[src/rtl/aesl_deadlock_watchdog.sv]
// Deadlock watchdog: confirms a persistent block_in, snapshots flags, counts events.
// Optional transient-episode counter enabled by `define AESL_DEADLOCK_TRANSIENT_LOG_EN.
module aesl_deadlock_watchdog #(
    parameter int unsigned THRESHOLD = 16,
    parameter int unsigned CNT_W     = 16
) (
    input  logic       clock,
    input  logic       reset,
    input  logic       block_in,
    input  logic [1:0] axis_block_sigs,
    input  logic [4:0] inst_idle_sigs,
    input  logic       clear,
    output logic       deadlock,
    output logic       deadlock_pulse,
    output logic [1:0] snap_axis,
    output logic [4:0] snap_idle,
    output logic [7:0] event_cnt,
    output logic [7:0] transient_cnt
);

    typedef enum logic [1:0] {
        IDLE      = 2'd0,
        SUSPECT   = 2'd1,
        CONFIRMED = 2'd2
    } state_e;

    localparam logic [CNT_W-1:0] LAST = CNT_W'(THRESHOLD - 1);

    state_e           state_q, state_d;
    logic [CNT_W-1:0] cnt_q, cnt_d;
    logic             dl_q, dl_d;
    logic             pulse_q, pulse_d;
    logic [1:0]       axis_q, axis_d;
    logic [4:0]       idle_q, idle_d;
    logic [7:0]       ev_q, ev_d;
    logic             confirm;

    always_comb begin
        state_d = state_q;
        cnt_d   = cnt_q;
        pulse_d = 1'b0;
        axis_d  = axis_q;
        idle_d  = idle_q;
        confirm = 1'b0;
        if (clear) begin
            state_d = IDLE;
            cnt_d   = '0;
            axis_d  = '0;
            idle_d  = '0;
        end else begin
            unique case (state_q)
                IDLE: begin
                    if (block_in) begin
                        state_d = SUSPECT;
                        cnt_d   = CNT_W'(1);
                    end
                end
                SUSPECT: begin
                    if (!block_in) begin
                        state_d = IDLE;
                        cnt_d   = '0;
                    end else if (cnt_q == LAST) begin
                        state_d = CONFIRMED;
                        confirm = 1'b1;
                        pulse_d = 1'b1;
                        axis_d  = axis_block_sigs;
                        idle_d  = inst_idle_sigs;
                    end else begin
                        cnt_d = cnt_q + CNT_W'(1);
                    end
                end
                CONFIRMED: ;
                default: begin
                    state_d = IDLE;
                    cnt_d   = '0;
                end
            endcase
        end
        dl_d = (state_d == CONFIRMED);
        ev_d = (confirm && ev_q != 8'hFF) ? ev_q + 8'd1 : ev_q;
    end

    always_ff @(posedge clock or negedge reset) begin
        if (!reset) begin
            state_q <= IDLE;
            cnt_q   <= '0;
            dl_q    <= 1'b0;
            pulse_q <= 1'b0;
            axis_q  <= '0;
            idle_q  <= '0;
            ev_q    <= '0;
        end else begin
            state_q <= state_d;
            cnt_q   <= cnt_d;
            dl_q    <= dl_d;
            pulse_q <= pulse_d;
            axis_q  <= axis_d;
            idle_q  <= idle_d;
            ev_q    <= ev_d;
        end
    end

    assign deadlock       = dl_q;
    assign deadlock_pulse = pulse_q;
    assign snap_axis      = axis_q;
    assign snap_idle      = idle_q;
    assign event_cnt      = ev_q;

`ifdef AESL_DEADLOCK_TRANSIENT_LOG_EN
    // Only a block_in drop aborts an episode; a clear never counts.
    logic       abort;
    logic [7:0] tr_q;

    assign abort = (state_q == SUSPECT) && !block_in && !clear;

    always_ff @(posedge clock or negedge reset) begin
        if (!reset) begin
            tr_q <= '0;
        end else if (abort && tr_q != 8'hFF) begin
            tr_q <= tr_q + 8'd1;
        end
    end

    assign transient_cnt = tr_q;
`else
    assign transient_cnt = 8'd0;
`endif

endmodule

[config.mk]
export PLATFORM = sky130hd
export DESIGN_NAME = aesl_deadlock_watchdog
export DESIGN_NICKNAME = d
export VERILOG_FILES = /design/src/rtl/aesl_deadlock_watchdog.sv
export SDC_FILE = /design/constraint.sdc
export NUM_CORES = 1
export LEC_CHECK = 0
export BUFFER_PORTS_ARGS = -buffer_cell sky130_fd_sc_hd__buf_2
export CAP_MARGIN = 20
export CORE_UTILIZATION = 50
export CTS_CLUSTER_SIZE = 40
export DETAILED_ROUTE_END_ITERATION = 8
export HOLD_SLACK_MARGIN = 0.15
export PLACE_DENSITY_LB_ADDON = 0.25
export SLEW_MARGIN = 30
export SYNTH_ARGS = -nofsm -noshare
export SYNTH_HDL_FRONTEND = slang
export SYNTH_SLANG_ARGS = --single-unit
[constraint.sdc]
create_clock -name clock -period 3.8 [get_ports clock]
set_input_delay 0.38 -clock clock [delete_from_list [all_inputs] [get_ports clock]]
set_output_delay 0.38 -clock clock [all_outputs]
set_load 0.05 [all_outputs]
* Word-level counts from Yosys, hierarchy flattened
Index checks and enable logic that the tools add are counted.
Storage, ports and cells: register bits after elaboration 35, logic and storage cells 46
Cells by class: add/sub/neg operators 2, equal/unequal tests 8, mux-type cells 22, reduce and logical (&&, ||, !) cells 7
Operator list (number):
- $mux W16 | 4
- $pmux W16 S3 | 1
- $mux W5 | 4
- $add A16 B1 Y16 const B | 1
- $eq A16 B4 Y1 const B | 1
- $mux W2 | 8
- $add A8 B1 Y8 const B | 1
- $ne A8 B8 Y1 const B | 1
- $pmux W2 S3 | 1
- $reduce_and A3 Y1 | 2
- $reduce_bool A2 Y1 | 3
- $eq A2 B2 Y1 const B | 2
- $mux W1 | 4
- $ne A4 B4 Y1 const B | 1
- $ne A3 B3 Y1 const B | 1
- $eq A2 B1 Y1 const B | 1
- $logic_not A2 Y1 | 1
- $ne A2 B2 Y1 const B | 1
- $logic_and A1 B1 Y1 | 1

* Depth between registers and ports, before layout
Gate-level depths: netlist of run 1.
word-level depth 6, gate-level depth with buffers 7

* Worst setup path after synthesis of run 1
OpenSTA, ideal clock, no wires.
kind reg-to-reg, start point register cnt_q[0], end point register ev_q[1], in the netlist event_cnt[1], library setup time 125 ps, arrival 1597 ps, setup slack 2078 ps, stages on the path, launching flop included 7, clock period less this slack 1722 ps, cell sequence dfrtp_1 > ha_1 > and3_1 > buf_2 > and4_4 > and3_1 > mux2_2
On the way: longest elaborated chain between the ends 6
RTL lines:
- start, declared | RTL line 30 | logic [CNT_W-1:0] cnt_q, cnt_d;
- start signal, assigned | RTL line 94 | cnt_q <= cnt_d;
- $eq A16 B4 Y1 | RTL line 62 | end else if (cnt_q == LAST) begin
- $mux W1 | RTL line 62
- $mux W1 | RTL line 59 | if (!block_in) begin
- $mux W1 | RTL line 51 | unique case (state_q)
- $mux W1 | RTL line 45 | if (clear) begin
- $logic_and A1 B1 Y1 | RTL line 80 | ev_d = (confirm && ev_q != 8'hFF) ? ev_q + 8'd1 : ev_q;
- end signal, assigned | RTL line 99 | ev_q <= ev_d;
- end, declared | RTL line 35 | logic [7:0] ev_q, ev_d;
No other way between the ends. A chain may end at the register's enable or synchronous reset.

* Final worst setup path of run 1
start point register cnt_q[0], end point register ev_q[6], in the netlist event_cnt[6]
Same word-level chain as after synthesis.

==> results.toml, run 1 <==
[synthesis]
syn_inst = 195
synth_top_family_by_area = "simple AND/OR/NAND/NOR gates"
netlist_area_mm2 = 0.00193
synth.avg_cell_area_um2 = 9.89
synth_area_leader_cell = "dfrtp_1"
ys.flop_type = "dfrtp_1"
synth.top_cells.by_area = "dfrtp_1 (45%), a21oi_1 (5.5%), o21ai_0 (4.7%), nand3_1 (3.6%), nor4_4 (3.3%)"
synth_cell_type_count = 44
synthSimpleGateAreaFrac_pct = 24.1
synth_mux_area_share_pct = 2.27
synthAdderAreaFrac_pct = 1.30
synth-edff-count = 0
synth_xor_xnor_area_share_pct = 2.73
yosysWarnings = 0
synth_common_cells = "dfrtp_1 (35), a21oi_1 (21), o21ai_0 (18)"
post-synth-top-count-cell = "dfrtp_1"
yosysTopAreaCellShare_pct = 45.4
synth-seq-area-share_pct = 45.4
ys_seq_elements = 35
synth_compound_area_share_pct = 17.2
synthArstFlopShare_pct = 100

[worst_setup_path]
r2r_cells = 5
endpoint_kind = "register"
path_class = "reg2reg"
slowest_delay_ns = 0.45
critical_path.cell_chain = "ha_1 > and3_1 > nand4_1 > nor4_1 > mux2i_1"
critPathLaunch = "cnt_q[0]$_DFFE_PN0P_"
cp_max_fo = 11
rr_startpoint = "cnt_q[0]$_DFFE_PN0P_"
worstReg2RegEnd = "event_cnt[6]$_DFFE_PN0P_"
cp_slowest_cell = "nor4_1"
crit_path_start_kind = "register"
cp.arrival_ns = 2.35
r2r_setup_slack_ns = 1.66
cp.required_ns = 4.01

[placed_design]
placed_cell_area_mm2 = 0.00203
place_inst = 259
port_buffers = 27
finalWeightedCongestion = 0.828
hpwlAfterDp_um = 2750

[clocking]
cts_root_buf = "clkbuf_8"
post_cts_buffers = 0
numCtsBuffers = 5
path_clk_slew_ns = 0.07
cts_sinks = 35
cts_tree = "done"
holdBufCountCts = 0
htree_num_levels = 2
clock_path_buffers = 2
cts_resized = 0
worstSkewPairLatency_ns = 0.29

[cells_and_area]
drive_gt1_share_pct = 20.1
nFillCells = 354
fin_cells = 267
diodes = 0
area_growth_syn_to_layout_pct = 9.54
finalInstanceArea_mm2 = 0.00211
layout.nets = 231

[detailed_routing]
routed_wl_um = 4020
wl_met1_um = 1910
drt-initial-drc-count = 79
vias_per_cell = 5.82
first_pass_iters = 4
drt-wirelength-per-cell_um = 15.0
num_vias = 1553
ant_nets = 0
post-route-drc-count = 0
dr_wl_met2_um = 1850
top_layer_used = "met4"
wl_met3_um = 182

[sta]
rsz0062_at_grt = "no"
finalSetupTns_ns = 0
clock_skew_ns = 0.00647
maxSlewViolCount = 0
worst_pin_slew_ns = 0.792
finalHoldViolations = 0
holdWs_ns = 0.165
fin_crit_ns = 2.14
max_freq_mhz = 467
slew-limit-headroom_pct = 47.2
post-route-period-util_pct = 56.3
setup_viol = 0

[flow_run]
maxCapViolCount = 0

[power_and_ir_drop]
p_leak_nw = 0.979
p_sw_share_pct = 25.1
combPwrFrac_pct = 7.1
internal-power_mw = 0.512
irDropWorstVdd_mv = 0.234
power_density_mw_per_mm2 = 324
seqPwrFrac_pct = 55.2
pwr-share-clk_pct = 37.8
p_switching_mw = 0.171

[global_routing]
antenna_found_initial = 0
grt_pass1_vias = 1518
track_usage_pct = 22.4
grt_start_max_net_pins = 36
grt_overflow = 0
grt_pass1_wl_um = 7030

[die]
core_area_mm2 = 0.00369
die_area_mm2 = 0.00411
rows = 22
start_util_pct = 52.3
io_pins = 36
die_x_um = 64.1
die_h_um = 64.1

[status]
status = "finished clean"

[hold_path]
hold_path_class = "in2async"
-- power groups by stage --
stage	Combinational, mW	Clock (mW)	Sequential (mW)
2_1_floorplan	0.0392	0	0.384
3_3_place_gp	0.0480	0	0.384
3_5_place_dp	0.0485	0	0.384
4_1_cts	0.0487	0.264	0.377
5_1_grt	0.0528	0.280	0.377
6_report	0.0483	0.258	0.377
-- metrics by stage --
stage	power [mW]	setup WS, ns	util [%]
5_1_grt	0.710	1.41	57.3
3_3_place_gp	0.432	1.76	55.1
3_5_place_dp	0.433	1.67	55.1
2_1_floorplan	0.423	2.08	-
4_1_cts	0.690	1.65	57.3
6_report	0.684	1.66	57.3
-- sequential cells by signal, summed over array words and instances, names as in the netlist --
| signal | count |
|---|---|
| cnt_q | 16 |
| event_cnt | 8 |
| snap_idle | 5 |
| snap_axis | 2 |
| state_q | 2 |
| deadlock | 1 |
| deadlock_pulse | 1 |
-- cell families (layout without fill, tap and decap cells) --
logic type | after synthesis | in the layout
AOI/OAI and AO/OA | 57 | 57
xor gates and xnor gates | 6 | 6
adders and majority gates | 2 | 2
buffers and inverters | 21 | 38
DFF | 35 | 35
muxes | 4 | 4
other | 1 | 8
and+or+nand+nor | 69 | 69
-- metal layers --
metal | GRT usage, % | vias up
met1 | 30.2 | 739
met5 | 0 | -
met3 | 5.36 | 11
met2 | 34.8 | 44
li1 | - | 759
met4 | 8.61 | 0
-- area by class of cell --
| class | instances | area (µm²) | area share [%] |
|---|---|---|---|
| multi-input combinational | 146 | 948 | 44.9 |
| sequential | 35 | 876 | 41.5 |
| timing repair buffer | 27 | 135 | 6.40 |
| clock buffer | 7 | 76.3 | 3.61 |
| tap | 48 | 60.1 | 2.84 |
| inverter | 3 | 11.3 | 0.533 |
| clock inverter | 1 | 5.00 | 0.237 |
-- worst max-delay path: cells and delay by family, from the launching register on --
family        cells  cell delay (ns)
simple gates      3             1.23
flops             1             0.41
mux               1             0.23
fa+ha+maj         1             0.20
-- worst max path at each step --
stage | depth (start not counted) | to | slack, ns
global placement | 5 | event_cnt[6]$_DFFE_PN0P_ | 1.76
detailed placement | 5 | event_cnt[6]$_DFFE_PN0P_ | 1.67
global route | 5 | event_cnt[6]$_DFFE_PN0P_ | 1.41
floorplan | 6 | event_cnt[1]$_DFFE_PN0P_ | 2.08
CTS | 5 | event_cnt[6]$_DFFE_PN0P_ | 1.65
finish | 5 | event_cnt[6]$_DFFE_PN0P_ | 1.66
-- placed cells by master (no fill, tap or decap), drive strengths merged, types with 2 or more instances in the layout --
cell     n
nand2b   2
conb     8
xor2     5
a31oi    5
nand3   14
inv      3
ha       2
or4      3
nor4     9
o21ai   19
buf     27
dfrtp   35
mux2     3
a21oi   21
or3      5
and4     4
nand4    6
and3     5
nor2     7
nand2    8
o31ai    3
a21o     4
clkbuf   7
No activity file was read; power rests on OpenSTA's default activity.
==> run 2, diff against run 1 <==
CORE_UTILIZATION = 49   (was 50)
clock period = 1.8 ns   (was 3.8 ns; I/O delays follow)
==> results.toml, run 2 (synthesized netlist as in run 1, its figures left out) <==
[flow_run]
maxCapViolCount = 0

[worst_setup_path]
worstReg2RegEnd = "event_cnt[7]$_DFFE_PN0P_"
r2r_cells = 5
path_class = "reg2reg"
r2r_setup_slack_ns = 0.06
crit_path_start_kind = "register"
cp.arrival_ns = 1.94
cp.required_ns = 2.00
endpoint_kind = "register"
cp_max_fo = 8
rr_startpoint = "cnt_q[5]$_DFFE_PN0P_"

[sta]
finalHoldViolations = 0
setup_viol = 0
rsz0062_at_grt = "yes"
post-route-period-util_pct = 96.6
fin_crit_ns = 1.74
clock_skew_ns = 0.00564
maxSlewViolCount = 0
worst_slack_ns = 0.0618
slew-limit-headroom_pct = 64.6
max_freq_mhz = 575
worst_pin_slew_ns = 0.528

[cells_and_area]
final_common_cell = "dfrtp_1"
drive_gt1_share_pct = 27.8
largest_register = "cnt_q"
area_growth_syn_to_layout_pct = 20.6
post-route-util_pct = 62.6
layout.nets = 253
largest_register_ffs = 16
diodes = 0
layout_common_cells = "dfrtp_1 (33), buf_2 (27), a21oi_1 (21)"

[clocking]
path_clk_slew_ns = 0.08
cts_tree = "done"
htree_num_levels = 2
cts_sinks = 35
worstSkewPairLatency_ns = 0.29
clock_path_buffers = 2
cts_root_buf = "clkbuf_8"
numCtsBuffers = 5

[die]
die_area_mm2 = 0.00419
start_util_pct = 51.9
core_area_mm2 = 0.00372
rows = 22
die_h_um = 64.7
io_pins = 36
die_x_um = 64.7

[detailed_routing]
post-route-drc-count = 0
ant_nets = 0
vias_per_cell = 5.74
drt-wirelength-per-cell_um = 15.4
drt-initial-drc-count = 86
num_vias = 1659
routed_wl_um = 4450
first_pass_iters = 4

[power_and_ir_drop]
internal-power_mw = 1.10
p_switching_mw = 0.403
pwr-share-clk_pct = 38.6
power_density_mw_per_mm2 = 645
p_leak_nw = 1.08
irDropWorstVdd_mv = 0.535
combPwrFrac_pct = 8.4
seqPwrFrac_pct = 53.0
p_sw_share_pct = 26.9

[status]
status = "finished clean"

[global_routing]
grt_pass1_wl_um = 7530
grt_overflow = 0
grt_pass1_vias = 1593
antenna_found_initial = 0
grt_start_max_net_pins = 36
track_usage_pct = 23.9

[hold_path]
worstHoldStart = "inst_idle_sigs[1]"
hold_path_class = "in2reg"
holdPathEnd = "snap_idle[1]$_DFFE_PN0P_"
worstHoldPathCells = 3

[placed_design]
dp_slack_ns = 0.00814
hpwlAfterDp_um = 3050
port_buffers = 27
finalWeightedCongestion = 0.901
## run 2: cell types whose count changed in the layout (fill, tap and decap cells not counted), sizes merged
cell         change
buf             +16
dlygate4sd3      +6
clkbuf           -2
clkinvlp         +2
## run 2: per-stage QoR
stage               setup TNS [ns]  total power, mW  area, µm²  hold WS (ns)  cells
floorplan                        0            0.893       1950        -0.116    202
global placement                 0            0.921       2140         0.245    274
detailed placement               0            0.922       2140         0.247    274
finish                           0             1.50       2320         0.156    289
global route               -0.0540             1.53       2320         0.165    289
CTS                              0             1.49       2290         0.162    288
## run 2: what timing repair did
item | CTS | global route
setup buffers | 0 | 1
endpoints found under the hold margin | 40 | 0
gates resized for setup | 1 | 5
endpoints found under the setup margin | 1 | 10
cloned | 0 | 0
hold buffers | 6 | 0
## run 2: cell type report
cell class              instances  area (µm²)
fillers                       308        1390
multi-input cells             146         971
flip-flops and latches         35         878
repair buffers                 49         315
clock buffers                   5        68.8
well taps                      48        60.1
clock inverters                 3        20.0
inverters                       3        11.3
## run 2: critical path: stages, from the launching register on
cell and delay, ns:
dfrtp_1 0.47, nor4_4 0.30, buf_4 0.16, nand4_4 0.18
nor4_4 0.31, xor2_1 0.21
## run 2: power by group through the flow
stage | logic, mW | registers [mW] | clock network (mW)
after floorplan | 0.0828 | 0.810 | 0
after global routing | 0.138 | 0.796 | 0.601
after global placement | 0.110 | 0.811 | 0
after CTS | 0.121 | 0.796 | 0.576
after detailed placement | 0.111 | 0.811 | 0
final | 0.126 | 0.795 | 0.578
## run 2: how the worst max path moves through the flow
| stage | from | end | cells after the start |
|---|---|---|---|
| floorplan | cnt_q[0]$_DFFE_PN0P_ | event_cnt[1]$_DFFE_PN0P_ | 6 |
| global placement | cnt_q[0]$_DFFE_PN0P_ | event_cnt[2]$_DFFE_PN0P_ | 6 |
| detailed placement | cnt_q[0]$_DFFE_PN0P_ | event_cnt[7]$_DFFE_PN0P_ | 6 |
| CTS | cnt_q[0]$_DFFE_PN0P_ | event_cnt[7]$_DFFE_PN0P_ | 6 |
| global route | cnt_q[12]$_DFFE_PN0P_ | event_cnt[7]$_DFFE_PN0P_ | 5 |
| finish | cnt_q[5]$_DFFE_PN0P_ | event_cnt[7]$_DFFE_PN0P_ | 5 |
## run 2: per-layer routing
metal / global-route usage (%) / vias up / share of wire [%] / routed length (µm)
li1: - / 809 / - / -
met1: 31.7 / 801 / 46 / 2060
met2: 38.0 / 40 / 48 / 2160
met3: 6.51 / 9 / 3.6 / 162
met4: 6.67 / 0 / 1.6 / 72
met5: 0 / - / 0 / 0
